File: config.mk
export PLATFORM = sky130hd
export DESIGN_NAME = ps2_host_tx
export DESIGN_NICKNAME = d
export VERILOG_FILES = /design/src/rtl/ps2_pkg.sv /design/src/rtl/ps2_line_filter.sv /design/src/rtl/ps2_host_tx.sv
export SDC_FILE = /design/constraint.sdc
export NUM_CORES = 1
export LEC_CHECK = 0
export ABC_AREA = 1
export BUFFER_PORTS_ARGS = -buffer_cell sky130_fd_sc_hd__buf_2
export CORE_ASPECT_RATIO = 1.2
export CORE_MARGIN = 3
export CORE_UTILIZATION = 55
export CTS_BUF_LIST = sky130_fd_sc_hd__clkbuf_16
export DETAILED_ROUTE_END_ITERATION = 16
export PLACE_DENSITY = 0.77
export SYNTH_ARGS = -nofsm -noshare
export SYNTH_HDL_FRONTEND = slang
export SYNTH_SLANG_ARGS = --single-unit
File: constraint.sdc
create_clock -name clk -period 1.49 [get_ports clk]
set_clock_uncertainty 0.1 [all_clocks]
set_input_delay 0.0745 -clock clk [delete_from_list [all_inputs] [get_ports clk]]
set_output_delay 0.0745 -clock clk [all_outputs]
set_load 0.05 [all_outputs]
File: src/rtl/ps2_pkg.sv
// Shared PS/2 definitions: host transmitter states, command bytes and
// frame/timing helpers used by the host transmitter and the receiver.
package ps2_pkg;

  typedef enum logic [2:0] {
    IDLE,
    INHIBIT,
    RTS,
    SEND,
    ACK,
    WAIT_IDLE,
    ERR
  } ps2_state_e;

  localparam logic [7:0] PS2_CMD_SET_LED   = 8'hED;
  localparam logic [7:0] PS2_CMD_TYPEMATIC = 8'hF3;
  localparam logic [7:0] PS2_CMD_ENABLE    = 8'hF4;
  localparam logic [7:0] PS2_CMD_RESET     = 8'hFF;

  // {stop, odd parity, data}; transmitted LSB first
  function automatic logic [9:0] ps2_frame(input logic [7:0] b);
    return {1'b1, ~^b, b};
  endfunction

  // 64-bit intermediate: CLK_HZ * us overflows 32 bits at realistic rates
  function automatic int unsigned us_to_cycles(input int unsigned clk_hz,
                                               input int unsigned us);
    return 32'((64'(clk_hz) * 64'(us)) / 64'd1_000_000);
  endfunction

endpackage

File: src/rtl/ps2_line_filter.sv
// Two-flop synchroniser plus stability filter for one PS/2 line.
// The filtered level only follows the pad after FILTER_LEN stable cycles.
module ps2_line_filter #(
  parameter int unsigned FILTER_LEN = 8
) (
  input  logic clk,
  input  logic reset_n,
  input  logic raw,
  output logic level,
  output logic fall
);

  localparam int unsigned CW = (FILTER_LEN > 1) ? $clog2(FILTER_LEN) : 1;

  logic          sync1_q, sync2_q;
  logic          level_q, level_d;
  logic          fall_q, fall_d;
  logic [CW-1:0] cnt_q, cnt_d;

  always_comb begin
    level_d = level_q;
    fall_d  = 1'b0;
    cnt_d   = '0;
    if (sync2_q != level_q) begin
      if (cnt_q == CW'(FILTER_LEN - 1)) begin
        level_d = sync2_q;
        fall_d  = level_q;
      end else begin
        cnt_d = cnt_q + CW'(1);
      end
    end
  end

  // idle bus is high, so the filter starts there to avoid a fake fall
  always_ff @(posedge clk or negedge reset_n) begin
    if (!reset_n) begin
      sync1_q <= 1'b1;
      sync2_q <= 1'b1;
      level_q <= 1'b1;
      fall_q  <= 1'b0;
      cnt_q   <= '0;
    end else begin
      sync1_q <= raw;
      sync2_q <= sync1_q;
      level_q <= level_d;
      fall_q  <= fall_d;
      cnt_q   <= cnt_d;
    end
  end

  assign level = level_q;
  assign fall  = fall_q;

endmodule

File: src/rtl/ps2_host_tx.sv
// Host-to-device PS/2 transmitter: inhibit, request-to-send, clocked-out
// frame under device clock, ACK check and bus-idle wait, with a global timeout.
module ps2_host_tx #(
  parameter int unsigned CLK_HZ     = 25_000_000,
  parameter int unsigned INHIBIT_US = 100,
  parameter int unsigned TIMEOUT_US = 15000,
  parameter int unsigned FILTER_LEN = 8
) (
  input  logic       clk,
  input  logic       reset_n,
  input  logic [7:0] tx_data,
  input  logic       tx_valid,
  output logic       tx_ready,
  output logic       tx_done,
  output logic       tx_error,
  output logic       rx_inhibit,
  input  logic       ps2_clk_in,
  input  logic       ps2_data_in,
  output logic       ps2_clk_oe,
  output logic       ps2_data_oe
);

  import ps2_pkg::*;

  localparam int unsigned INHIBIT_CYC = us_to_cycles(CLK_HZ, INHIBIT_US);
  localparam int unsigned TIMEOUT_CYC = us_to_cycles(CLK_HZ, TIMEOUT_US);
  localparam int unsigned INH_W = (INHIBIT_CYC > 1) ? $clog2(INHIBIT_CYC) : 1;
  localparam int unsigned TO_W  = (TIMEOUT_CYC > 1) ? $clog2(TIMEOUT_CYC) : 1;

  logic clk_lvl, clk_fall;
  logic data_lvl, data_fall_unused;

  ps2_line_filter #(.FILTER_LEN(FILTER_LEN)) u_clk_filt (
    .clk     (clk),
    .reset_n (reset_n),
    .raw     (ps2_clk_in),
    .level   (clk_lvl),
    .fall    (clk_fall)
  );

  ps2_line_filter #(.FILTER_LEN(FILTER_LEN)) u_data_filt (
    .clk     (clk),
    .reset_n (reset_n),
    .raw     (ps2_data_in),
    .level   (data_lvl),
    .fall    (data_fall_unused)
  );

  ps2_state_e       state_q, state_d;
  logic [9:0]       frame_q, frame_d;
  logic [3:0]       bit_cnt_q, bit_cnt_d;
  logic [INH_W-1:0] inh_cnt_q, inh_cnt_d;
  logic [TO_W-1:0]  to_cnt_q, to_cnt_d;
  logic             data_oe_q, data_oe_d;
  logic             done_q, done_d;
  logic             timed_out;

  assign timed_out = (to_cnt_q == TO_W'(TIMEOUT_CYC - 1));

  always_comb begin
    state_d   = state_q;
    frame_d   = frame_q;
    bit_cnt_d = bit_cnt_q;
    inh_cnt_d = inh_cnt_q;
    to_cnt_d  = to_cnt_q;
    data_oe_d = data_oe_q;
    done_d    = 1'b0;
    unique case (state_q)
      IDLE: begin
        data_oe_d = 1'b0;
        if (tx_valid) begin
          frame_d   = ps2_frame(tx_data);
          bit_cnt_d = '0;
          inh_cnt_d = '0;
          state_d   = INHIBIT;
        end
      end
      INHIBIT: begin
        if (inh_cnt_q == INH_W'(INHIBIT_CYC - 1)) begin
          data_oe_d = 1'b1;
          state_d   = RTS;
        end else begin
          inh_cnt_d = inh_cnt_q + INH_W'(1);
        end
      end
      RTS: begin
        // timeout is measured from clock release, so restart it here
        to_cnt_d = '0;
        state_d  = SEND;
      end
      SEND: begin
        to_cnt_d = to_cnt_q + TO_W'(1);
        if (timed_out) begin
          data_oe_d = 1'b0;
          state_d   = ERR;
        end else if (clk_fall) begin
          data_oe_d = ~frame_q[bit_cnt_q];
          bit_cnt_d = bit_cnt_q + 4'd1;
          if (bit_cnt_q == 4'd9) state_d = ACK;
        end
      end
      ACK: begin
        to_cnt_d = to_cnt_q + TO_W'(1);
        if (timed_out)     state_d = ERR;
        else if (clk_fall) state_d = data_lvl ? ERR : WAIT_IDLE;
      end
      WAIT_IDLE: begin
        to_cnt_d = to_cnt_q + TO_W'(1);
        if (timed_out) begin
          state_d = ERR;
        end else if (clk_lvl && data_lvl) begin
          done_d  = 1'b1;
          state_d = IDLE;
        end
      end
      ERR: begin
        data_oe_d = 1'b0;
        state_d   = IDLE;
      end
      default: state_d = IDLE;
    endcase
  end

  always_ff @(posedge clk or negedge reset_n) begin
    if (!reset_n) begin
      state_q   <= IDLE;
      frame_q   <= '0;
      bit_cnt_q <= '0;
      inh_cnt_q <= '0;
      to_cnt_q  <= '0;
      data_oe_q <= 1'b0;
      done_q    <= 1'b0;
    end else begin
      state_q   <= state_d;
      frame_q   <= frame_d;
      bit_cnt_q <= bit_cnt_d;
      inh_cnt_q <= inh_cnt_d;
      to_cnt_q  <= to_cnt_d;
      data_oe_q <= data_oe_d;
      done_q    <= done_d;
    end
  end

  // decoded from state_q so an asynchronous reset releases both lines at once
  assign tx_ready    = (state_q == IDLE);
  assign rx_inhibit  = (state_q != IDLE);
  assign tx_done     = done_q;
  assign tx_error    = (state_q == ERR);
  assign ps2_clk_oe  = (state_q == INHIBIT) || (state_q == RTS);
  assign ps2_data_oe = data_oe_q && ((state_q == RTS) || (state_q == SEND));

endmodule

Yosys cells after proc, flatten, opt, wreduce, memory -nomap -nowiden
Index checks and enable logic that the tools add are counted.

Bits in latches: 0. Register bits after elaboration: 63. Memory bits (writable): 0. Output and inout bits: 6. ROM bits: 0. Word-level logic and storage cells: 99. Memories: 0.

$add $sub $neg: 5. Divide/modulo/power cells: 0. Multiplexer cells: 34. Equality and inequality tests: 22. Reduce and logical (&&, ||, !) cells: 20. $lt $le $gt $ge: 1. Bitwise logic cells: 1. $mul: 0. Shifts and indexed selects: 0.

Operator list (number): $mux W3 (13); $pmux W19 S2 (1); $mux W12 (2); $pmux W12 S2 (1); $add A19 B1 Y19 const B (1); $eq A19 B19 Y1 const B (1); $pmux W3 S6 (1); $eq A3 B3 Y1 const B (5); $add A12 B1 Y12 const B (1); $eq A12 B12 Y1 const B (1); $mux W4 (3); $mux W1 (9); $ne A2 B2 Y1 const B (4); $pmux W4 S2 (1); $reduce_xnor A8 Y1 (1); $add A3 B1 Y3 const B (2); $eq A3 B2 Y1 const B (2); $ne A3 B2 Y1 const B (2); $ne A3 B3 Y1 const B (2); $reduce_and A2 Y1 (3); $reduce_and A3 Y1 (2); $reduce_and A6 Y1 (1); $reduce_bool A2 Y1 (3); $reduce_bool A3 Y1 (2); other kinds (16) (19).

Longest topological paths before layout
Depth in word-level cells: 6. Depth in mapped cells: 12.

Cells and area by module
A second synthesis with hierarchy kept.

Cell total of the unflattened synthesis: 520. Area, all modules: 3774.9 um^2.

By module, submodules not included: ps2_host_tx (cells an instance 472, instances 1, area each 3246.9 um^2); ps2_line_filter (cells an instance 24, instances 2, area each 264.0 um^2).

Least setup slack after synthesis
OpenSTA, ideal clock, no wires.

Path type: register -> register. Start: reg state_q[2]. End: reg bit_cnt_q[0]. Library setup time: 0.117 ns. Required time: 1.273 ns. Buffers on the path: 0. Data arrival time: 1.562 ns. Setup slack: -0.289 ns. Cell stages (with the launch flop): 10. Cell sequence: dfrtp_1 > nor2_4 > nand2_2 > inv_2 > nand2_1 > nand3_1 > nor2_4 > inv_2 > nand2_1 > nand2_1.

Word-level cells in the longest chain between the ends: 3. Elaborated cells on any way between the ends: 8.

RTL lines: start: declaration (RTL line ps2_host_tx.sv:49) `ps2_state_e state_q, state_d;`; start signal: assignment (RTL line ps2_host_tx.sv:134) `state_q <= state_d;`; $logic_not A3 Y1 *; named net tx_ready (RTL line ps2_host_tx.sv:13) `output logic tx_ready,`; $ne A2 B2 Y1 (no line) or $reduce_bool A2 Y1 (tied branches); $reduce_and A4 Y1 (no line); end signal: assignment (RTL line ps2_host_tx.sv:136) `bit_cnt_q <= bit_cnt_d;`; end: declaration (RTL line ps2_host_tx.sv:51) `logic [3:0] bit_cnt_q, bit_cnt_d;`.

Mark *: on every way through the listed nets, which the timed path passes. The rest lies on a longest branch. A chain may end at the register's enable or synchronous reset.

Worst setup path after layout
Start: reg to_cnt_q[10]. End: reg state_q[0].

Word-level cells in the longest chain between the ends: 3. Elaborated cells on any way between the ends: 10.

RTL lines: start: declaration (RTL line ps2_host_tx.sv:53) `logic [TO_W-1:0] to_cnt_q, to_cnt_d;`; start signal: assignment (RTL line ps2_host_tx.sv:138) `to_cnt_q <= to_cnt_d;`; $eq A19 B19 Y1 * (RTL line ps2_host_tx.sv:58) `assign timed_out = (to_cnt_q == TO_W'(TIMEOUT_CYC - 1));`; $ne A3 B2 Y1 (no line), or another cell as far along; $reduce_and A6 Y1 (no line) or $pmux W3 S6 (tied branches).

Every way passes the cells marked *; elsewhere a longest branch is shown, timed or not.

==> metrics.cfg <==
[timing]
rsz0062_at_grt = true
period_needed_ps = 2060
report.final.slew_viol_count = 0
setup_viol = 53
hold_viol_final = 0
finalWorstSetupSlack_ps = -573
period_share_pct = 138
max_slew.worst_pin.slew_ps = 414
clock.fmax_ghz = 0.485
fin_hold_ws_ps = 156
relSlewSlack_pct = 72.2

[critical_path]
crit_start = to_cnt_q[10]
crit_type = reg -> reg
path_max_fanout = 5
crit_path_start_kind = flip-flop
r2r-start = to_cnt_q[10]
crit_required_ps = 1580
arrival_ps = 2160
crit_path_end_kind = flip-flop

[cts]
clock_tree.buffer_depth = 2
clkTransAtPathRegs_ps = 60
numCtsBuffers = 9
clock_latency_ps = 340
h-tree-depth = 3
cts_tree = built
numClockSinks = 63
root_buffer = clkbuf_16

[floorplanning]
rows = 31
coreArea_sq_um = 6170
die_area_sq_um = 7500
die_w_um = 79.6
io_pins = 19
fp.dieH_um = 94.3
initial_core_util_pct = 57.9

[routing]
drc_errors = 0
vias_per_cell = 6.90
ant_nets = 0
vias = 4719
drtPass1Iterations = 6
wl_per_cell_um = 26.2
wl_um = 17900
drt_iter0_markers = 1031

[logic_synthesis]
yosys.area.top_type_share_pct = 39.9
ys_warn_count = 0
synth_area_leaders = dfrtp_1 40%, nand2_1 12%, nand3_1 6.2%
syn-num-nets = 486
avgSynthCellArea_sq_um = 7.68
synth-main-ff-cell = dfrtp_1
netlist_area_sq_um = 3570
async_flop_share_pct = 100
yosysUniqueCellTypes = 37
synth_edf_count = 0
synthCells = 465
synth_top_area_cell = dfrtp_1
ys_ff_latch = 63
synth-seq-area-share_pct = 44.3

[placement]
port_buffers = 18
preCtsSetupSlack_ps = -175
dp.final_hpwl_um = 6310
routabilityCongestion = 0.917

[global_route]
grt.met2_usage_pct = 55.7
use_met1_pct = 40.9
grt_usage_pct = 33.6
antenna_found_initial = 0
grt_pass1_vias = 3848
grt_pass1_wl_um = 19100
grt_overflow_total = 0
grt_max_degree = 40
met3_usage_pct = 7.49
top_usage_layer = met2

[cells_and_area]
syn2layout_area_growth_pct = 58.9
diodes = 0
final_common_cell = nand2_1
drive_gt1_share_pct = 46.2
layout_common_cells = 85 x nand2_1, 71 x buf_4, 49 x dfrtp_1
final_nets = 618
fin_util_pct = 92.1

[power]
p_leak_nw = 2.71
peakVddDrop_mv = 1.73
p_per_area_nw_per_um2 = 1920

[status]
violations = negative setup slack
status = finished, violations left

[min_path]
hold_class = in -> async

[flow_run]
maxCapViolations = 0

-- cell usage after synthesis (2+ instances only) --
| library cell | n |
|---|---|
| buf_2 | 3 |
| nand3_1 | 44 |
| nor3_2 | 4 |
| nor2_1 | 49 |
| o31ai_1 | 2 |
| nand2_2 | 5 |
| nand2_4 | 4 |
| o22ai_1 | 4 |
| dfrtp_1 | 57 |
| a21oi_1 | 8 |
| nand2_1 | 117 |
| xor2_1 | 9 |
| dfstp_2 | 6 |
| ha_1 | 8 |
| nand4_1 | 10 |
| inv_1 | 57 |
| nor2_4 | 3 |
| inv_2 | 9 |
| nor3_1 | 14 |
| xnor2_1 | 7 |
| o21ai_1 | 2 |
| o21ai_0 | 25 |
| o211ai_1 | 3 |
| buf_6 | 2 |
-- stage by stage --
stage	std cells	total power, mW	TNS, ps	instance area (sq um)
floorplan	465	4.74	-507	3630
global placement	621	5.83	-598	4310
detailed placement	621	5.96	-1490	4310
CTS	665	8.88	-1220	5110
global route	684	11.0	-10150	5680
finish	684	10.9	-9480	5680
-- where the power goes --
group / leakage, nW / internal (mW) / switching, mW
clock: 0.150 / 1.47 / 0.884
sequential: 0.807 / 2.17 / 0.447
combinational: 1.76 / 2.26 / 3.66
-- layer usage --
| layer | up-vias | routed length, um |
|---|---|---|
| met4 | 0 | 1920 |
| met5 | - | 0 |
| met1 | 2167 | 5690 |
| li1 | 1770 | - |
| met3 | 227 | 2360 |
| met2 | 555 | 7920 |
-- logic make-up after synthesis --
kind of cell / synth area share [%]
AOI/OAI and AO/OA: 7.53
xor gates and xnor gates: 3.92
adders and majority gates: 2.80
buffers and inverters: 8.30
DFF: 44.3
muxes: 0.595
and+or+nand+nor: 32.5
-- worst paths after layout --
check / end / slack, ps / cells past startpoint
max in group asynchronous: to_cnt_q[6] / 880 / 3
min in group clk: u_data_filt.sync2_q / 260 / 0
max: state_q[0] / -570 / 10
min: to_cnt_q[14] / 160 / 3
max reg2reg: state_q[0] / -570 / 10
min reg2reg: u_data_filt.sync2_q / 260 / 0
-- area by class of cell --
type                            instances  area [sq um]
Timing Repair Buffer                  127          1170
Sequential cell                        63          1590
Inverter                               66           279
Clock buffer                            9           225
Clock inverter                          7          96.3
Fill cell                             181           489
Multi-Input combinational cell        330          2210
Tap cell                               82           103
-- what timing repair did --
action,CTS,global route
buffers inserted,17,17
cloned,1,2
resized for setup,75,117
hold endpoints to repair,73,0
hold buffers,11,0
endpoints found under the setup margin,32,53
pin swaps,22,27
-- state kept, by name, indices dropped and copies added, names as in the netlist, 3 cells and up --
name / count
u_clk_filt.cnt_q: 3
state_q: 3
to_cnt_q: 19
inh_cnt_q: 12
u_data_filt.cnt_q: 3
frame_q: 10
bit_cnt_q: 4
-- critical path, stage by stage, from the launching register on --
cell     delay [ps]
dfrtp_1         430
nor2_1          220
nand2_1         200
nor2_2          160
nand3_2         170
nand2_1         160
nand2_2          90
inv_2            70
nand2_2          80
nand2_1         100
nand2_1         120
Power figures use the tool's default switching activity.
